<file path="config.mk">
export PLATFORM = sky130hd
export DESIGN_NAME = thor2022_rc_issue_pipe
export DESIGN_NICKNAME = d
export VERILOG_FILES = /design/src/rtl/thor2022_rc_issue_pipe_pkg.sv /design/src/rtl/thor2022_rc_xlate.sv /design/src/rtl/thor2022_rc_issue_pipe.sv
export SDC_FILE = /design/constraint.sdc
export NUM_CORES = 1
export LEC_CHECK = 0
export ABC_AREA = 1
export ABC_CLOCK_PERIOD_IN_PS = 4200
export CORE_ASPECT_RATIO = 2
export CORE_MARGIN = 2
export CORE_UTILIZATION = 45
export CTS_BUF_LIST = sky130_fd_sc_hd__clkbuf_2
export DETAILED_ROUTE_END_ITERATION = 16
export MAX_ROUTING_LAYER = met4
export PLACE_DENSITY = 0.74
export SLEW_MARGIN = 15
export SYNTH_ARGS = -nofsm -noshare
export SYNTH_HDL_FRONTEND = slang
export SYNTH_SLANG_ARGS = --single-unit
</file>
<file path="constraint.sdc">
create_clock -name clk_i -period 4.2 [get_ports clk_i]
set_input_delay 0.63 -clock clk_i [delete_from_list [all_inputs] [get_ports clk_i]]
set_output_delay 0.63 -clock clk_i [all_outputs]
set_load 0.02 [all_outputs]
</file>
<file path="src/rtl/thor2022_rc_issue_pipe_pkg.sv">
// Shared types and defaults for the multi-lane Rc target translate / issue pipe.
package thor2022_rc_issue_pipe_pkg;

  localparam int unsigned LANES_DEF    = 2;
  localparam int unsigned PREGS_DEF    = 64;
  localparam int unsigned PW           = $clog2(PREGS_DEF);
  localparam int unsigned SP_AREG_DEF  = 31;
  localparam int unsigned SP_BASE_DEF  = 44;
  localparam int unsigned SP_BANKS_DEF = 4;
  localparam int unsigned LK_BASE_DEF  = 41;

  typedef enum logic [2:0] {
    RC_NONE = 3'd0,
    RC_R3   = 3'd1,
    RC_ST   = 3'd2,
    RC_JXX  = 3'd3,
    RC_SPF  = 3'd4,
    RC_RTS  = 3'd5
  } rc_cls_t;

  // One buffered group: physical target and write flag per lane.
  typedef struct packed {
    logic [LANES_DEF-1:0][PW-1:0] rc;
    logic [LANES_DEF-1:0]         wr;
  } rc_entry_t;

endpackage

</file>
<file path="src/rtl/thor2022_rc_xlate.sv">
// Single-lane combinational translate of a predecoded Rc selector to a physical
// register, with SP banking and link-register aliasing.
module thor2022_rc_xlate
  import thor2022_rc_issue_pipe_pkg::*;
#(
  parameter int unsigned SP_AREG  = SP_AREG_DEF,
  parameter int unsigned SP_BASE  = SP_BASE_DEF,
  parameter int unsigned SP_BANKS = SP_BANKS_DEF,
  parameter int unsigned LK_BASE  = LK_BASE_DEF
) (
  input  rc_cls_t       cls,
  input  logic [5:0]    fld,
  input  logic [2:0]    spsel,
  output logic [PW-1:0] rc_c,
  output logic          wr_c
);

  logic [PW-1:0] raw;
  logic          bankable;

  always_comb begin
    raw      = '0;
    bankable = 1'b0;
    wr_c     = 1'b0;
    case (cls)
      RC_R3: begin
        raw      = PW'(fld);
        bankable = 1'b1;
        wr_c     = 1'b1;
      end
      RC_ST: begin
        raw      = PW'(fld[4:0]);
        bankable = 1'b1;
      end
      RC_JXX: begin
        if (fld == 6'd29)      raw = PW'(LK_BASE);
        else if (fld == 6'd30) raw = PW'(LK_BASE + 1);
        else                   raw = PW'(fld[4:0]);
        wr_c = 1'b1;
      end
      RC_SPF: begin
        raw  = PW'(SP_AREG);
        wr_c = 1'b1;
      end
      RC_RTS: begin
        raw  = (fld[1:0] == 2'd0) ? '0 : PW'(40 + 32'(fld[1:0]));
        wr_c = 1'b1;
      end
      default: ;
    endcase
    rc_c = raw;
    if (bankable && raw == PW'(SP_AREG) && 32'(spsel) >= 1 && 32'(spsel) <= SP_BANKS)
      rc_c = PW'(SP_BASE + 32'(spsel) - 1);
    // Register 0 is the zero register: never a real write.
    if (rc_c == '0) wr_c = 1'b0;
  end

endmodule

</file>
<file path="src/rtl/thor2022_rc_issue_pipe.sv">
// Multi-lane Rc issue pipe: translate, WAW hazard check against a busy scoreboard,
// 2-entry output FIFO. Optional THOR_RC_STALLCNT_EN adds a saturating stall counter.
module thor2022_rc_issue_pipe
  import thor2022_rc_issue_pipe_pkg::*;
#(
  parameter int unsigned SP_AREG  = SP_AREG_DEF,
  parameter int unsigned SP_BASE  = SP_BASE_DEF,
  parameter int unsigned SP_BANKS = SP_BANKS_DEF,
  parameter int unsigned LK_BASE  = LK_BASE_DEF
) (
  input  logic                        clk_i,
  input  logic                        rst_i,
  input  logic                        flush_i,
  input  logic                        spsel_we_i,
  input  logic [2:0]                  spsel_i,
  input  logic                        in_valid_i,
  output logic                        in_ready_o,
  input  logic [LANES_DEF*3-1:0]      in_cls_i,
  input  logic [LANES_DEF*6-1:0]      in_fld_i,
  output logic                        out_valid_o,
  input  logic                        out_ready_i,
  output logic [LANES_DEF*PW-1:0]     out_rc_o,
  output logic [LANES_DEF-1:0]        out_wr_o,
  input  logic                        wb_v_i,
  input  logic [PW-1:0]               wb_reg_i,
  output logic [PREGS_DEF-1:0]        busy_o
`ifdef THOR_RC_STALLCNT_EN
  ,
  output logic [31:0]                 stall_cnt_o
`endif
);

  localparam int unsigned LANES = LANES_DEF;
  localparam int unsigned PREGS = PREGS_DEF;

  logic [2:0]            spsel_q;
  rc_entry_t [1:0]       ent_q, ent_n;
  logic [1:0]            cnt_q, cnt_n;
  logic [PREGS-1:0]      busy_q, busy_n, wb_clr;
  logic [PW-1:0]         x_rc [LANES];
  logic                  x_wr [LANES];
  rc_entry_t             grp;
  logic                  hazard, push, pop;

  for (genvar g = 0; g < LANES; g++) begin : g_lane
    thor2022_rc_xlate #(
      .SP_AREG (SP_AREG),
      .SP_BASE (SP_BASE),
      .SP_BANKS(SP_BANKS),
      .LK_BASE (LK_BASE)
    ) u_xlate (
      .cls  (rc_cls_t'(in_cls_i[g*3 +: 3])),
      .fld  (in_fld_i[g*6 +: 6]),
      .spsel(spsel_q),
      .rc_c (x_rc[g]),
      .wr_c (x_wr[g])
    );
  end

  // Younger lane wins an intra-group duplicate write.
  always_comb begin
    grp = '0;
    for (int unsigned i = 0; i < LANES; i++) begin
      grp.rc[i] = x_rc[i];
      grp.wr[i] = x_wr[i];
    end
    for (int unsigned i = 0; i < LANES; i++)
      for (int unsigned j = i + 1; j < LANES; j++)
        if (x_wr[i] && x_wr[j] && x_rc[i] == x_rc[j]) grp.wr[i] = 1'b0;
  end

  // WAW hazard; a write-back retiring this cycle already unblocks its register.
  // Invalid FIFO entries are held at zero, so no valid qualification is needed.
  always_comb begin
    wb_clr = '0;
    if (wb_v_i && wb_reg_i != '0) wb_clr[wb_reg_i] = 1'b1;
    hazard = 1'b0;
    for (int unsigned i = 0; i < LANES; i++) begin
      if (grp.wr[i]) begin
        if (busy_q[grp.rc[i]] && !wb_clr[grp.rc[i]]) hazard = 1'b1;
        for (int unsigned e = 0; e < 2; e++)
          for (int unsigned k = 0; k < LANES; k++)
            if (ent_q[e].wr[k] && ent_q[e].rc[k] == grp.rc[i]) hazard = 1'b1;
      end
    end
  end

  assign in_ready_o  = (cnt_q != 2'd2) && !hazard && !flush_i;
  assign push        = in_valid_i && in_ready_o;
  assign pop         = (cnt_q != 2'd0) && out_ready_i;
  assign out_valid_o = (cnt_q != 2'd0);
  assign out_rc_o    = ent_q[0].rc;
  assign out_wr_o    = ent_q[0].wr;
  assign busy_o      = busy_q;

  // FIFO next state: shift on pop, append at the first free slot.
  always_comb begin
    ent_n = ent_q;
    cnt_n = cnt_q;
    if (flush_i) begin
      ent_n = '0;
      cnt_n = 2'd0;
    end else begin
      if (pop) begin
        ent_n[0] = ent_q[1];
        ent_n[1] = '0;
        cnt_n    = cnt_q - 2'd1;
      end
      if (push) begin
        ent_n[cnt_n[0]] = grp;
        cnt_n           = cnt_n + 2'd1;
      end
    end
  end

  // Scoreboard: set from the departing group overrides a same-cycle clear.
  always_comb begin
    busy_n = busy_q & ~wb_clr;
    if (pop)
      for (int unsigned k = 0; k < LANES; k++)
        if (ent_q[0].wr[k]) busy_n[ent_q[0].rc[k]] = 1'b1;
  end

  always_ff @(posedge clk_i or negedge rst_i) begin
    if (!rst_i) begin
      spsel_q <= '0;
      ent_q   <= '0;
      cnt_q   <= '0;
      busy_q  <= '0;
    end else begin
      if (spsel_we_i) spsel_q <= spsel_i;
      ent_q  <= ent_n;
      cnt_q  <= cnt_n;
      busy_q <= busy_n;
    end
  end

`ifdef THOR_RC_STALLCNT_EN
  logic [31:0] stall_q;

  always_ff @(posedge clk_i or negedge rst_i) begin
    if (!rst_i) stall_q <= '0;
    else if (in_valid_i && !in_ready_o && !flush_i && stall_q != 32'hFFFF_FFFF)
      stall_q <= stall_q + 32'd1;
  end

  assign stall_cnt_o = stall_q;
`endif

endmodule

</file>
# Word level (Yosys, flattened, before mapping)
# Index checks and enable logic that the tools add are counted.
[totals]
reg_bits = 97
in_bits = 34
elab_cells = 157
[op_classes]
add_sub_neg = 6
order_cmp = 12
eq_ne = 26
muxes = 59
bitwise_logic = 4
reduce_logical = 41
[ops]
columns = ["operator", "count"]
rows = [
  ["$mux 64", 5],
  ["$or 64x64->64", 2],
  ["$mux 28", 4],
  ["$and 64x64->64", 1],
  ["$not 64->64", 1],
  ["$pmux 6 s5", 2],
  ["$eq 6x6->1", 9],
  ["$mux 6", 8],
  ["$eq 6x5->1 const B", 6],
  ["$lt 6x7->1 const B", 5],
  ["$bwmux 28", 1],
  ["$logic_and 1x1->1", 27],
  ["$mux 1", 26],
  ["$bmux 1 s6", 4],
  ["$demux 1 s6", 3],
  ["$ge 6x1->1 const B", 3],
  ["$demux 14 s1", 1],
  ["$mux 14", 1],
  ["$add 6x2->6 const A", 2],
  ["$eq 3x2->1 const B", 4],
  ["$eq 3x3->1 const B", 4],
  ["$logic_not 6->1", 2],
  ["$mux 2", 4],
  ["$reduce_or 4->1", 2],
  ["15 further kinds", 21],
]

# Longest topological paths before layout
# Gate-level depths: netlist of the first run.
[logic_depth]
word_depth = 31
depth_mapped = 30
mapped_depth_nobuf = 27

# By module
# Synthesis of the first run repeated with hierarchy kept, for this count alone.
[unflattened]
cells_unflattened = 1574
hier_area_um2 = 9616.7
[modules_own_cells]
columns = ["module", "instances", "cells_per_inst", "area_per_inst_um2"]
rows = [
  ["thor2022_rc_issue_pipe", 1, 1404, 8770.9],
  ["thor2022_rc_xlate", 2, 85, 422.9],
]

# Least setup slack after synthesis of the first run
# Ideal clock, no wire load.
[synth_timing]
kind = "input to output"
from = "in in_cls_i[3]"
to = "out in_ready_o"
arrival_time_ps = 2965
setup_slack_ps = 605
path_stages = 22
n_path_buf = 3
path_cell_list = "buf_2 nor2_4 nor2_1 nor2_2 nand2_1 nor2_2 nand2_1 nor2_4 nand2_2 nand2_4 inv_2 buf_4 o22ai_1 nor2_1 nand3_1 nand2_1 nor2_1 nand3_1 a21oi_2 buf_2 nand2_1 inv_1"
[synth_between]
elab_chain_cells = 22
word_cells_on_any_way = 45
classes_between = "eq/ne (11); mux (17); reduce/logical (17)"
[synth_lines]
columns = ["item", "line_no", "source"]
rows = [
  ["start, declared", "thor2022_rc_issue_pipe.sv:18", "input logic [LANES_DEF*3-1:0] in_cls_i,"],
  ["parallel branches: the longest is 18 deep, another holds $pmux 6 s5", "-", ""],
  ["$mux 1 *", "thor2022_rc_issue_pipe.sv:79", "if (grp.wr[i]) begin"],
  ["$logic_not 1->1 *", "thor2022_rc_issue_pipe.sv:88", "assign in_ready_o = (cnt_q != 2'd2) && !hazard && !flush_i;"],
  ["$logic_and 1x1->1 * (2 in series)", "thor2022_rc_issue_pipe.sv:88", ""],
  ["end, declared", "thor2022_rc_issue_pipe.sv:17", "output logic in_ready_o,"],
]
# Mark *: on every way between the ends. The select of a mux whose other input is x is not followed.

# Final worst setup path of the first run
[layout_timing]
from = "reg spsel_q[0]"
to = "out in_ready_o"
[layout_between]
elab_chain_cells = 23
word_cells_on_any_way = 61
classes_between = "add/sub (2); order compare (2); eq/ne (9); mux (25); reduce/logical (23)"
[layout_lines]
columns = ["item", "line_no", "source"]
rows = [
  ["start, declared", "thor2022_rc_issue_pipe.sv:36", "logic [2:0] spsel_q;"],
  ["start signal, assigned", "thor2022_rc_issue_pipe.sv:131", "if (spsel_we_i) spsel_q <= spsel_i;"],
  ["parallel branches: the longest is 19 deep, another holds $add 6x3->6", "-", ""],
  ["$mux 1 *", "thor2022_rc_issue_pipe.sv:79", ""],
  ["$logic_not 1->1 *", "thor2022_rc_issue_pipe.sv:88", ""],
  ["$logic_and 1x1->1 * (2 in series)", "thor2022_rc_issue_pipe.sv:88", ""],
]
# Marked as above.

==> summary.md, run 1 <==
| Metric | Value |
|---|---|
| Die footprint | 0.0203 mm² |
| TritonCTS clock tree | done |
| CP most frequent cell | nand2_1 |
| DRT iter0 DRCs | 1,004 |
| RSZ-0062 raised after global routing | true |
| Port Buf Inserts | 113 |
| Via count | 11,493 |
| Worst skew pair latency | 0.74 ns |
| Synth top area cells | dfrtp_1, nand2_1, nand3_1, o21ai_0, o22ai_1 |
| DP Area | 0.0113 mm² |
| Routability cong. | 1.08 |
| Yosys warns | 0 |
| Max-cap violations | 0 |
| Max frequency | 233 MHz |
| Required time of the worst setup path | 3.57 ns |
| Post-layout util | 64.7% |
| Arrival @ worst endpoint | 3.66 ns |
| Largest area contributor in the netlist | dfrtp_1 |
| Fin worst setup slack | -0.0886 ns |
| Post-synthesis sequential area ratio | 28.3% |
| Leakage | 6.28 nW |
| Total global-route track usage | 41.6% |
| Layout Cells excl Fill | 1,978 |
| Count leader, synth | nand2_1 |
| Antenna violations before repair | 1 |
| Crit-path max FO | 7 |
| Total power | 3.81 mW |
| Fillers | 1,723 |
| H-tree Lvls | 3 |
| Final Setup Violations | 1 |
| Asr flop ratio synth | 100% |
| Slew @ Worst Pin | 1.10 ns |
| Residual DRC count | 0 |
| Slowest CP cell | dfrtp_1 |
| Syn Nets | 1,480 |
| Power per cell area | 314 mW/mm² |
| Largest net degree at the start of global routing | 66 |
| TritonRoute pass-1 iters | 6 |
| Overall routed net length | 40.6 mm |
| Post-DP HPWL | 29.7 mm |
| Fin area | 0.0121 mm² |
| Failing checks | negative setup slack |
| Global-route wire length before repair | 61.7 mm |
| Startpoint Class | flip-flop |
| Final ANT Viol Nets | 0 |
| Area Overhead vs Synth | 41.2% |
| Yosys cell types | 39 |
| Final Net Count | 1,756 |
| # IOs | 114 |
| Die H | 199 µm |
| Post-synth top cells | nand2_1, nand3_1, inv_1, nor2_1, dfrtp_1 |
| Mean number of vias per cell | 5.81 |
| Max Root-Sink Buffers | 2 |
| Share of the synthesized area in the top cell type | 28.3% |
| Final-report max-slew violation count | 0 |
| Crit path cell chain | buf_4 -> ha_4 -> nor2_1 -> nand2_1 -> nand2_4 -> nor2_2 -> nand2_1 -> nor2_2 -> nand2_2 -> inv_1 -> nand2_1 -> nand2_1 -> nand2_2 -> nor2_4 -> o211ai_1 -> nand3_1 -> nand3_1 -> nand2_1 -> nand2_1 -> nand3_1 -> a21oi_2 -> nand2_2 -> inv_2 -> buf_6 |
| Hold Path Class | primary input to asynchronous set/reset pin |
| Synth Cell Area | 0.00859 mm² |
| Rows | 71 |
| FF+latch count, synth | 97 |
| Relative slew slack | 26.5% |
| CTS Root Cell | clkbuf_2 |
| Crit path time final | 4.29 ns |
| Final Hold Viols | 0 |
| Critical path class | flip-flop to output pin |
| Tcrit/Tclk final | 102% |
| CP top delay family | simple AND/OR/NAND/NOR gates |
| CP endpoint kind | output pin |
| Die width | 102 µm |
| Core footprint | 0.0187 mm² |
| Syn_area_per_cell | 5.96 µm² |
| Max VDD drop | 0.000409 V |
| Outcome | finished with violations |
| Crit path buf inv count | 4 |
| Share of cells above drive strength 1 | 20.6% |
| CTS buffer count | 9 |
| Initial Util | 45.8% |
| Clock Skews | 0.0438 ns |
| Top FF cell, synth | dfrtp_1 |
| Vias in the first global route | 11,299 |
| Wire per inst | 20.5 µm |
| Post-Syn Instances | 1,441 |
| Clk sink count | 97 |
| Global route total overflow | 0 |
| Placed instance count | 1,932 |
| Slowest stage delay, CP | 0.42 ns |
| Post-synth EDFFs | 0 |
| Clock-pin slew on the worst setup and hold paths | 0.31 ns |
[flip-flops by register name, summed over array words and instances, names as in the netlist]
register / cells
busy_o: 64
out_wr_o: 2
ent_q: 14
cnt_q: 2
out_rc_o: 12
spsel_q: 3
[power breakdown]
part	internal [mW]	switching (mW)	total, mW	leakage [nW]
registers	1.03	0.158	1.19	1.32
logic	0.802	1.34	2.14	4.89
clock network	0.0912	0.385	0.476	0.0650
total	1.93	1.88	3.81	6.28
[cells in the final DEF, fill, tap and decap left out, types with 3 or more instances in the layout]
master	count
nor3_1	29
o21ai_0	95
nand3_2	15
dfrtp_1	97
nand2_1	523
o22ai_1	73
inv_1	112
nor2_2	10
nor2_1	96
clkbuf_2	9
buf_4	189
inv_2	25
o21ai_1	7
nor3_2	3
nand3_1	124
a21oi_2	3
a21oi_1	14
nor2_4	5
buf_6	16
ha_4	3
buf_8	4
nand2_2	21
clkinv_4	3
xor2_1	20
clkdlybuf4s50_1	109
buf_12	18
a22oi_1	12
inv_4	4
nand2_4	9
o211ai_1	4
or2_2	3
nand3b_1	3
nand4_1	38
[repair_timing]
| item | 4_1_cts | 5_1_grt |
|---|---|---|
| setup buffers | 19 | 7 |
| hold buffers | 1 | 0 |
| resized for setup | 60 | 58 |
| hold endpoints to repair | 44 | 0 |
| cloned | 1 | 3 |
| endpoints found under the setup margin | 1 | 1 |
| pin swaps | 27 | 40 |
[area by class of cell]
class	count	area (µm²)	share of cell area, %
diodes	1	2.50	0.0206
clock buffers	9	45.0	0.372
clock inverters	7	62.6	0.516
inverters	144	558	4.60
multi-input cells	1124	5510	45.5
flip-flops and latches	97	2430	20.0
well taps	255	319	2.63
repair buffers	341	3200	26.4
[metal layers]
metal,share of wire [%],up-vias,track usage [%]
met2,49,663,67.8
met1,32,5299,41.0
met3,8.1,267,8.08
li1,-,5264,-
met5,0,-,-
met4,11,0,36.9
[final timing paths]
path	from	endpoint	slack, ns	depth (start not counted)
worst min-delay path	rst_i	out_rc_o[4]$_DFF_PN0_	0.39	2
worst max register to register	spsel_q[0]$_DFFE_PN0P_	ent_q[18]$_DFF_PN0_	0.40	30
worst max-delay path	spsel_q[0]$_DFFE_PN0P_	in_ready_o	-0.09	24
max in group asynchronous	rst_i	busy_o[44]$_DFF_PN0_	2.96	3
min in group clk_i	spsel_i[1]	spsel_q[1]$_DFFE_PN0P_	0.46	3
worst min register to register	busy_o[5]$_DFF_PN0_	busy_o[5]$_DFF_PN0_	0.58	2
[cells by family after synthesis]
family          Yosys count  synth area share [%]
simple gates            884                  43.5
mux                       1                 0.117
compound gates          213                  14.2
xor+xnor                 21                  2.14
fa+ha+maj                 5                 0.728
flops                    97                  28.3
buf+inv                 220                  11.0
[metrics by stage]
| step | setup TNS [ns] | setup WS (ns) | hold WS, ns |
|---|---|---|---|
| finish | -0.0886 | -0.0886 | 0.386 |
| global route | -0.316 | -0.316 | 0.410 |
| CTS | -0.0769 | -0.0769 | 0.383 |
| detailed placement | -0.536 | -0.423 | 0.533 |
| global placement | -0.421 | -0.413 | 0.527 |
| floorplan | 0 | 0.605 | 0.334 |
Power figures use the tool's default switching activity.
==> run 2, diff against run 1 <==
--- a/config.mk
+++ b/config.mk
@@ -12,6 +12,7 @@
 export CORE_UTILIZATION = 45
 export CTS_BUF_LIST = sky130_fd_sc_hd__clkbuf_2
 export DETAILED_ROUTE_END_ITERATION = 16
+export HOLD_SLACK_MARGIN = 0.05
 export MAX_ROUTING_LAYER = met4
 export PLACE_DENSITY = 0.74
 export SLEW_MARGIN = 15
==> results of run 2 <==
No change in the layout: final DEF, timing and power equal those of run 1.
